<file path="config.mk">
export PLATFORM = sky130hd
export DESIGN_NAME = async_step_batcher
export DESIGN_NICKNAME = d
export VERILOG_FILES = /design/src/rtl/async_step_batcher.sv
export SDC_FILE = /design/constraint.sdc
export NUM_CORES = 1
export LEC_CHECK = 0
export BUFFER_PORTS_ARGS = -buffer_cell sky130_fd_sc_hd__buf_4
export CAP_MARGIN = 25
export CORE_ASPECT_RATIO = 2
export CORE_MARGIN = 10
export CORE_UTILIZATION = 50
export DETAILED_ROUTE_END_ITERATION = 7
export GPL_ROUTABILITY_DRIVEN = 0
export HOLD_SLACK_MARGIN = 0.05
export PLACE_DENSITY = 0.69
export SLEW_MARGIN = 20
export SYNTH_ARGS = -nofsm -noshare
export SYNTH_HDL_FRONTEND = slang
export SYNTH_SLANG_ARGS = --single-unit
export TNS_END_PERCENT = 50
</file>
<file path="constraint.sdc">
create_clock -name clock -period 6.8 [get_ports clock]
set_clock_uncertainty 0.2 [all_clocks]
set_input_delay 0.68 -clock clock [delete_from_list [all_inputs] [get_ports clock]]
set_output_delay 0.68 -clock clock [all_outputs]
set_load 0.1 [all_outputs]
</file>
<file path="src/rtl/async_step_batcher.sv">
`default_nettype none
// +----------------------------------------------------------------------------+
// | Module  : async_step_batcher                                               |
// | Brief   : Per-channel step accumulation, round-robin batched transfers and |
// |           periodic host result polling. Optional macro                     |
// |           ASYNC_BATCH_DRAIN_EN flushes residual counts before halting.     |
// | Revision: 1.0 - initial release                                            |
// +----------------------------------------------------------------------------+
module async_step_batcher #(
    parameter int NUM_CH       = 4,
    parameter int STEP_WIDTH   = 8,
    parameter int ACC_WIDTH    = 16,
    parameter int FLUSH_THRESH = 64,
    parameter int FETCH_PERIOD = 5000,
    parameter int CH_W         = (NUM_CH > 1) ? $clog2(NUM_CH) : 1
) (
    input  logic                         clock,
    input  logic                         reset,
    input  logic [NUM_CH*STEP_WIDTH-1:0] step,
    output logic                         out_valid,
    input  logic                         out_ready,
    output logic [CH_W-1:0]              out_ch,
    output logic [ACC_WIDTH-1:0]         out_count,
    output logic                         poll_req,
    input  logic                         poll_ack,
    input  logic                         poll_result,
    output logic                         simv_result,
    output logic                         overflow,
    output logic                         busy
);

    localparam int                   c_timer_w  = $clog2(FETCH_PERIOD);
    localparam logic [c_timer_w-1:0] c_timer_last = c_timer_w'(FETCH_PERIOD - 1);
    localparam logic [ACC_WIDTH-1:0] c_acc_max  = '1;
    localparam logic [ACC_WIDTH-1:0] c_thresh   = ACC_WIDTH'(FLUSH_THRESH);

    typedef enum logic [1:0] {
        ST_RUN   = 2'd0,
        ST_POLL  = 2'd1,
        ST_DRAIN = 2'd2,
        ST_DONE  = 2'd3
    } state_t;

    state_t               state_q,       state_d;
    logic [c_timer_w-1:0] timer_q,       timer_d;
    logic [CH_W-1:0]      rr_ptr_q,      rr_ptr_d;
    logic [ACC_WIDTH-1:0] acc_q [NUM_CH];
    logic [ACC_WIDTH-1:0] acc_d [NUM_CH];
    logic                 out_valid_q,   out_valid_d;
    logic [CH_W-1:0]      out_ch_q,      out_ch_d;
    logic [ACC_WIDTH-1:0] out_count_q,   out_count_d;
    logic                 poll_req_q,    poll_req_d;
    logic                 simv_result_q, simv_result_d;
    logic                 overflow_q,    overflow_d;

    logic                 w_accept;
    logic                 w_drain;
    logic                 w_hs;
    logic                 w_ack_done;
    logic                 w_can_sel;
    logic                 w_found;
    logic                 w_load;
    logic                 w_all_zero;
    logic [CH_W-1:0]      w_sel;
    logic [CH_W-1:0]      w_idx_ch;
    logic [NUM_CH-1:0]    w_elig;
    logic [ACC_WIDTH-1:0] w_step_ext;
    logic [ACC_WIDTH:0]   w_sum;
    int                   w_idx;

    always_comb begin
        state_d       = state_q;
        timer_d       = timer_q;
        rr_ptr_d      = rr_ptr_q;
        out_valid_d   = out_valid_q;
        out_ch_d      = out_ch_q;
        out_count_d   = out_count_q;
        simv_result_d = simv_result_q;
        overflow_d    = overflow_q;
        w_found       = 1'b0;
        w_sel         = '0;
        w_idx         = 0;
        w_idx_ch      = '0;
        w_step_ext    = '0;
        w_sum         = '0;
        w_elig        = '0;
        w_all_zero    = 1'b1;

        w_accept   = (state_q == ST_RUN) || (state_q == ST_POLL);
        w_drain    = (state_q == ST_DRAIN);
        w_hs       = out_valid_q && out_ready;
        w_ack_done = (state_q == ST_POLL) && poll_ack && poll_result;

        for (int c = 0; c < NUM_CH; c++) begin
            if (acc_q[c] != '0) begin
                w_all_zero = 1'b0;
            end
            if (w_accept) begin
                w_elig[c] = (acc_q[c] >= c_thresh);
            end else if (w_drain) begin
                w_elig[c] = (acc_q[c] != '0);
            end
        end

        // Without drain, the terminating ack must not launch a fresh transfer.
`ifdef ASYNC_BATCH_DRAIN_EN
        w_can_sel = !out_valid_q || w_hs;
`else
        w_can_sel = (!out_valid_q || w_hs) && !w_ack_done;
`endif

        for (int k = 0; k < NUM_CH; k++) begin
            w_idx = int'(rr_ptr_q) + k;
            if (w_idx >= NUM_CH) begin
                w_idx = w_idx - NUM_CH;
            end
            w_idx_ch = CH_W'(w_idx);
            if (!w_found && w_elig[w_idx_ch]) begin
                w_found = 1'b1;
                w_sel   = w_idx_ch;
            end
        end
        w_load = w_can_sel && w_found;

        for (int c = 0; c < NUM_CH; c++) begin
            acc_d[c]   = acc_q[c];
            w_step_ext = {{(ACC_WIDTH-STEP_WIDTH){1'b0}}, step[c*STEP_WIDTH +: STEP_WIDTH]};
            w_sum      = {1'b0, acc_q[c]} + {1'b0, w_step_ext};
            if (w_load && (w_sel == CH_W'(c))) begin
                acc_d[c] = w_accept ? w_step_ext : '0;
            end else if (w_accept) begin
                if (w_sum[ACC_WIDTH]) begin
                    acc_d[c]   = c_acc_max;
                    overflow_d = 1'b1;
                end else begin
                    acc_d[c] = w_sum[ACC_WIDTH-1:0];
                end
            end
        end

        if (w_hs) begin
            out_valid_d = 1'b0;
        end
        if (w_load) begin
            out_valid_d = 1'b1;
            out_ch_d    = w_sel;
            out_count_d = acc_q[w_sel];
            rr_ptr_d    = (int'(w_sel) == NUM_CH - 1) ? '0 : w_sel + 1'b1;
        end

        case (state_q)
            ST_RUN: begin
                if (timer_q == c_timer_last) begin
                    timer_d = '0;
                    state_d = ST_POLL;
                end else begin
                    timer_d = timer_q + 1'b1;
                end
            end
            ST_POLL: begin
                if (poll_ack) begin
                    if (poll_result) begin
                        simv_result_d = 1'b1;
`ifdef ASYNC_BATCH_DRAIN_EN
                        state_d = ST_DRAIN;
`else
                        state_d = ST_DONE;
                        for (int c = 0; c < NUM_CH; c++) begin
                            acc_d[c] = '0;
                        end
`endif
                    end else begin
                        state_d = ST_RUN;
                    end
                end
            end
            ST_DRAIN: begin
                if (w_all_zero && (!out_valid_q || w_hs)) begin
                    state_d = ST_DONE;
                end
            end
            default: begin
                state_d = ST_DONE;
            end
        endcase

        poll_req_d = (state_d == ST_POLL);
    end

    always_ff @(posedge clock) begin
        if (!reset) begin
            state_q       <= ST_RUN;
            timer_q       <= '0;
            rr_ptr_q      <= '0;
            out_valid_q   <= 1'b0;
            out_ch_q      <= '0;
            out_count_q   <= '0;
            poll_req_q    <= 1'b0;
            simv_result_q <= 1'b0;
            overflow_q    <= 1'b0;
            for (int c = 0; c < NUM_CH; c++) begin
                acc_q[c] <= '0;
            end
        end else begin
            state_q       <= state_d;
            timer_q       <= timer_d;
            rr_ptr_q      <= rr_ptr_d;
            out_valid_q   <= out_valid_d;
            out_ch_q      <= out_ch_d;
            out_count_q   <= out_count_d;
            poll_req_q    <= poll_req_d;
            simv_result_q <= simv_result_d;
            overflow_q    <= overflow_d;
            for (int c = 0; c < NUM_CH; c++) begin
                acc_q[c] <= acc_d[c];
            end
        end
    end

    assign out_valid   = out_valid_q;
    assign out_ch      = out_ch_q;
    assign out_count   = out_count_q;
    assign poll_req    = poll_req_q;
    assign simv_result = simv_result_q;
    assign overflow    = overflow_q;
    assign busy        = out_valid_q || !w_all_zero;

endmodule
`default_nettype wire

</file>
Word-level counts from Yosys, hierarchy flattened --
Memory sizes are Yosys's and may differ from the RTL's. A register that Yosys moved wholly into a read port is not among the register bits. Index checks and enable logic that the tools add are counted. W data, S select, Z words.
Storage, ports and cells: register bits 23, memory bits (writable) 64, input port bits 37, output and inout port bits 23, word-level logic and storage cells 155, memories 1
Cells by class: $add $sub $neg 13, order comparisons 12, equal/unequal tests 8, mux-type cells 78, bitwise gates (word level) 4, reductions and logical operators 31
Memories:
- acc_q | words 4, width 16, rd ports 5, clocked after memory_dff 1, write ports 4, RTL line 47 | logic [ACC_WIDTH-1:0] acc_q [NUM_CH];
Operator list (number):
- $mux W16 | 16
- $mux W64 | 3
- $add A16 B8 Y17 | 4
- $ge A16 B7 Y1 const B | 4
- $reduce_bool A16 Y1 | 4
- $mux W1 | 36
- $mux W8 | 4
- $mux W2 | 13
- $add A13 B1 Y13 const B | 1
- $eq A13 B13 Y1 const B | 1
- $logic_and A1 B1 Y1 | 13
- $mux W13 | 1
- $lt A2 B3 Y1 const B | 4
- $ge A3 B3 Y1 const B | 3
- $bmux W1 S2 | 4
- $eq A2 B1 Y1 const B | 4
- $sub A2 B1 Y2 const B | 4
- $logic_not A1 Y1 | 7
- $add A2 B2 Y3 const B | 2
- $eq A2 B2 Y1 const B | 3
- $pmux W2 S3 | 1
- $logic_not A2 Y1 | 2
- $or A1 B1 Y1 | 4
- $add A2 B1 Y3 const B | 1
- other kinds (5) | 7

Longest topological paths before layout --
An unclocked memory read counts as a cell.
depth in word-level cells 28, mapped depth 16, mapped depth without buffers 12

Worst setup path after synthesis --
No wires, ideal clock.
path type flip-flop to flip-flop, start memory acc_q[0][1], end memory acc_q[1][3], arrival 2838 ps, path slack 3625 ps, stages on the path, launching flop included 15, period minus slack after synthesis 3175 ps, cells stage by stage dfxtp_1 nor4_1 a21oi_2 o211ai_1 nand2_1 a21oi_1 o22ai_1 buf_2 buf_2 ha_1 and2_1 buf_6 or4_4 o21ai_2 a211oi_1
RTL lines (RTL line):
- start, declared | 47

==> impl_metrics.env <==
export IMPL_worst_path_stages=14
export IMPL_coreArea_mm2=0.0129
export IMPL_cts_buffers=9
export IMPL_path_cells="buf_4 > inv_1 > a31oi_1 > nor2_1 > a21oi_1 > nor2_1 > o22ai_4 > buf_4 > inv_1 > ha_1 > nand2_1 > nand2_1 > o21bai_1 > a31oi_1"
export IMPL_finalMaxSlewViolations=0
export IMPL_nNetsFinal=907
export IMPL_clockBufferDepth=2
export IMPL_row_count=59
export IMPL_num_antenna_cells=0
export IMPL_utilization=0.573
export IMPL_yosys_top_cells_count="dfxtp_1 (103), nand2_1 (66), nor2_1 (63), a21oi_1 (62)"
export IMPL_synth_area_per_cell_um2=8.35
export IMPL_synthTopCellsByArea="dfxtp_1 (31%), ha_1 (7.1%), mux2i_1 (5.5%)"
export IMPL_power_density_mw_per_mm2=464
export IMPL_drcViolationCount=0
export IMPL_wirelength_um=20200
export IMPL_r2r_start="state_q[1]"
export IMPL_final_cells=985
export IMPL_grt_pass1_vias=6550
export IMPL_grt_start_max_net_pins=42
export IMPL_drt_iter0_markers=444
export IMPL_r2r_end="acc_q[2][13]"
export IMPL_ys_types=67
export IMPL_ir_worst_vdd_mv=0.258
export IMPL_setup_worst_path_start="state_q[1]"
export IMPL_ant_nets=0
export IMPL_drv_cap=0
export IMPL_synth_enable_flop_cells=0
export IMPL_yosysMostFrequentCell="dfxtp_1"
export IMPL_nFillCells=1177
export IMPL_gr_usage_all_layers=0.217
export IMPL_syn2layout_area_growth_pct=13.0
export IMPL_hold_path_class="flop to flop"
export IMPL_post_cts_buffers=0
export IMPL_rr_worst_depth=14
export IMPL_setup_slack_ns=2.13
export IMPL_die_x_um=101
export IMPL_dpl_cell_count=969
export IMPL_fin_crit_sh=0.687
export IMPL_async_reset_ff_frac=0
export IMPL_hold_depth=2
export IMPL_yosys_area_top_type="dfxtp_1"
export IMPL_r2r_setup_slack_ns=2.13
export IMPL_cts_tree="done"
export IMPL_overflow=0
export IMPL_clock_root_buffer="clkbuf_16"
export IMPL_synth_seq_cells=103
export IMPL_firstDrtPassIters=5
export IMPL_hold_buffers=0
export IMPL_ys_warn_count=0
export IMPL_worst_setup_path_type="flop to flop"
export IMPL_drive_gt1_frac=0.118
export IMPL_tightestPinTransition_ns=0.903
export IMPL_tns_ns=0
export IMPL_hold_violations=0
export IMPL_leakage_nw=3.13
export IMPL_syn_area_mm2=0.00655
export IMPL_maxSlewHeadroom=0.397
export IMPL_cts_sinks=103
export IMPL_status="finished clean"
export IMPL_cts_repair_resize_count=0
export IMPL_synthFlopType="dfxtp_1"
export IMPL_crit_path_end_kind="flop"
export IMPL_vias=6369
export IMPL_synth_cells=785
export IMPL_post_place_ws_ns=2.32
export IMPL_crit_arrival_ns=4.74
export IMPL_worst_path_buf_inv=4
export IMPL_hold_end="out_count[10]"
export IMPL_post_drt_via_cell_ratio=6.47
export IMPL_die_area_mm2=0.0184
export IMPL_grt_first_pass_wirelength_um=32500
export IMPL_hold_start="out_count[10]"
export IMPL_yosys_area_top_type_share=0.315
export IMPL_die_h_um=182
export IMPL_antenna_found_initial=0
export IMPL_synth_nets=863
export IMPL_dp_hpwl_um=15800
export IMPL_max_stage_delay_ns=0.49
export IMPL_cp_slowest_cell="o22ai_4"
export IMPL_clock_latency_ns=0.35
export IMPL_rsz0062_at_grt="false"
export IMPL_required_ns=6.87
export IMPL_crit_fanout=41
export IMPL_clk_pin_slew_ns=0.07
export IMPL_io_pins=60
export IMPL_portBuffers=59
export IMPL_critPathLaunchType="flop"
export IMPL_start_util=0.507
export IMPL_routedWlPerCell_um=20.5
export IMPL_cp_top_family="compound AO/OA/AOI/OAI gates"
export IMPL_max_freq_mhz=214
export IMPL_setup_viol=0
export IMPL_ys_seq_area_frac=0.315
export IMPL_min_period_ns=4.67
export IMPL_cts_htree_levels=3
## cells in the final DEF (no fill, tap or decap), types with 3 or more instances in the layout
master and n:
and4b_1 3, a31oi_1 15, nand2_1 66, xor2_1 16
o221ai_1 37, a21o_1 5, nand3_1 36, xnor2_1 22
a211oi_1 7, a41oi_1 3, a21oi_1 62, nor3_1 24
o21ai_0 26, inv_1 29, nor2_1 63, fa_1 4
buf_4 65, dfxtp_1 103, o21ai_1 4, nor3b_1 6
clkbuf_16 9, nand4_1 10, nand2b_1 8, mux2i_1 36
a21boi_0 3, and2_1 10, o21a_1 14, a311oi_1 6
o211a_1 5, or3_1 6, or2_2 3, ha_1 37
nor4_1 10, o31ai_1 5, and3_1 14, and4_1 6
nor2b_1 15
## metal layers
layer  track usage  vias up  routed length, um
li1              -     3016                  -
met1         0.221     3058               7350
met2         0.392      210              10700
met3        0.0335       85                824
met4         0.139        0               1300
met5             0        -                  0
## how the worst max path moves through the flow
stage                              end  slack [ns]
after floorplan            acc_q[1][3]        3.62
after global placement     acc_q[3][0]        2.47
after detailed placement  acc_q[2][13]        2.32
after CTS                 acc_q[2][13]        2.27
after global routing       acc_q[3][2]        1.89
final                     acc_q[2][13]        2.13
## per-stage QoR
| stage | hold WS, ns | total power [W] | area (um2) |
|---|---|---|---|
| finish | 0.273 | 0.00344 | 7400 |
| global route | 0.299 | 0.00366 | 7400 |
| CTS | 0.277 | 0.00341 | 7400 |
| detailed placement | 0.261 | 0.00288 | 7100 |
| global placement | 0.253 | 0.00280 | 7100 |
| floorplan | 0.259 | 0.00242 | 6550 |
## flip-flops by register name, summed over array words and instances (netlist names)
name / flops
rr_ptr_q: 2
poll_req: 1
acc_q: 64
timer_q: 13
state_q: 2
simv_result: 1
out_count: 16
out_ch: 2
overflow: 1
out_valid: 1
## cells by family after synthesis
logic type	share of synthesized area
simple gates	0.232
compound gates	0.220
flops	0.315
buf+inv	0.0410
fa+ha+maj	0.0829
xor+xnor	0.0508
mux	0.0584
## tightest hold or removal path, delay by kind of cell, from the launching register on
kind | cells | cell delay, ns
flip-flops | 1 | 0.33
AO/OA/AOI/OAI | 1 | 0.06
AND/OR/NAND/NOR | 1 | 0.05
## where the power goes
group          switching [W]  leakage, nW  internal (W)
clock network       0.000227        0.146      0.000306
logic                0.00120         2.14      0.000769
registers           0.000197        0.842      0.000733
## area by class of cell
cell class | instances | area (um2) | share of cell area
Tap cell | 152 | 190 | 0.0257
Multi-Input combinational cell | 619 | 4240 | 0.573
Clock buffer | 13 | 260 | 0.0352
Inverter | 30 | 113 | 0.0152
Sequential cell | 103 | 2060 | 0.279
Clock inverter | 2 | 38.8 | 0.00524
Timing Repair Buffer | 66 | 495 | 0.0669
Note: power is estimated with default switching activity, not from simulation.
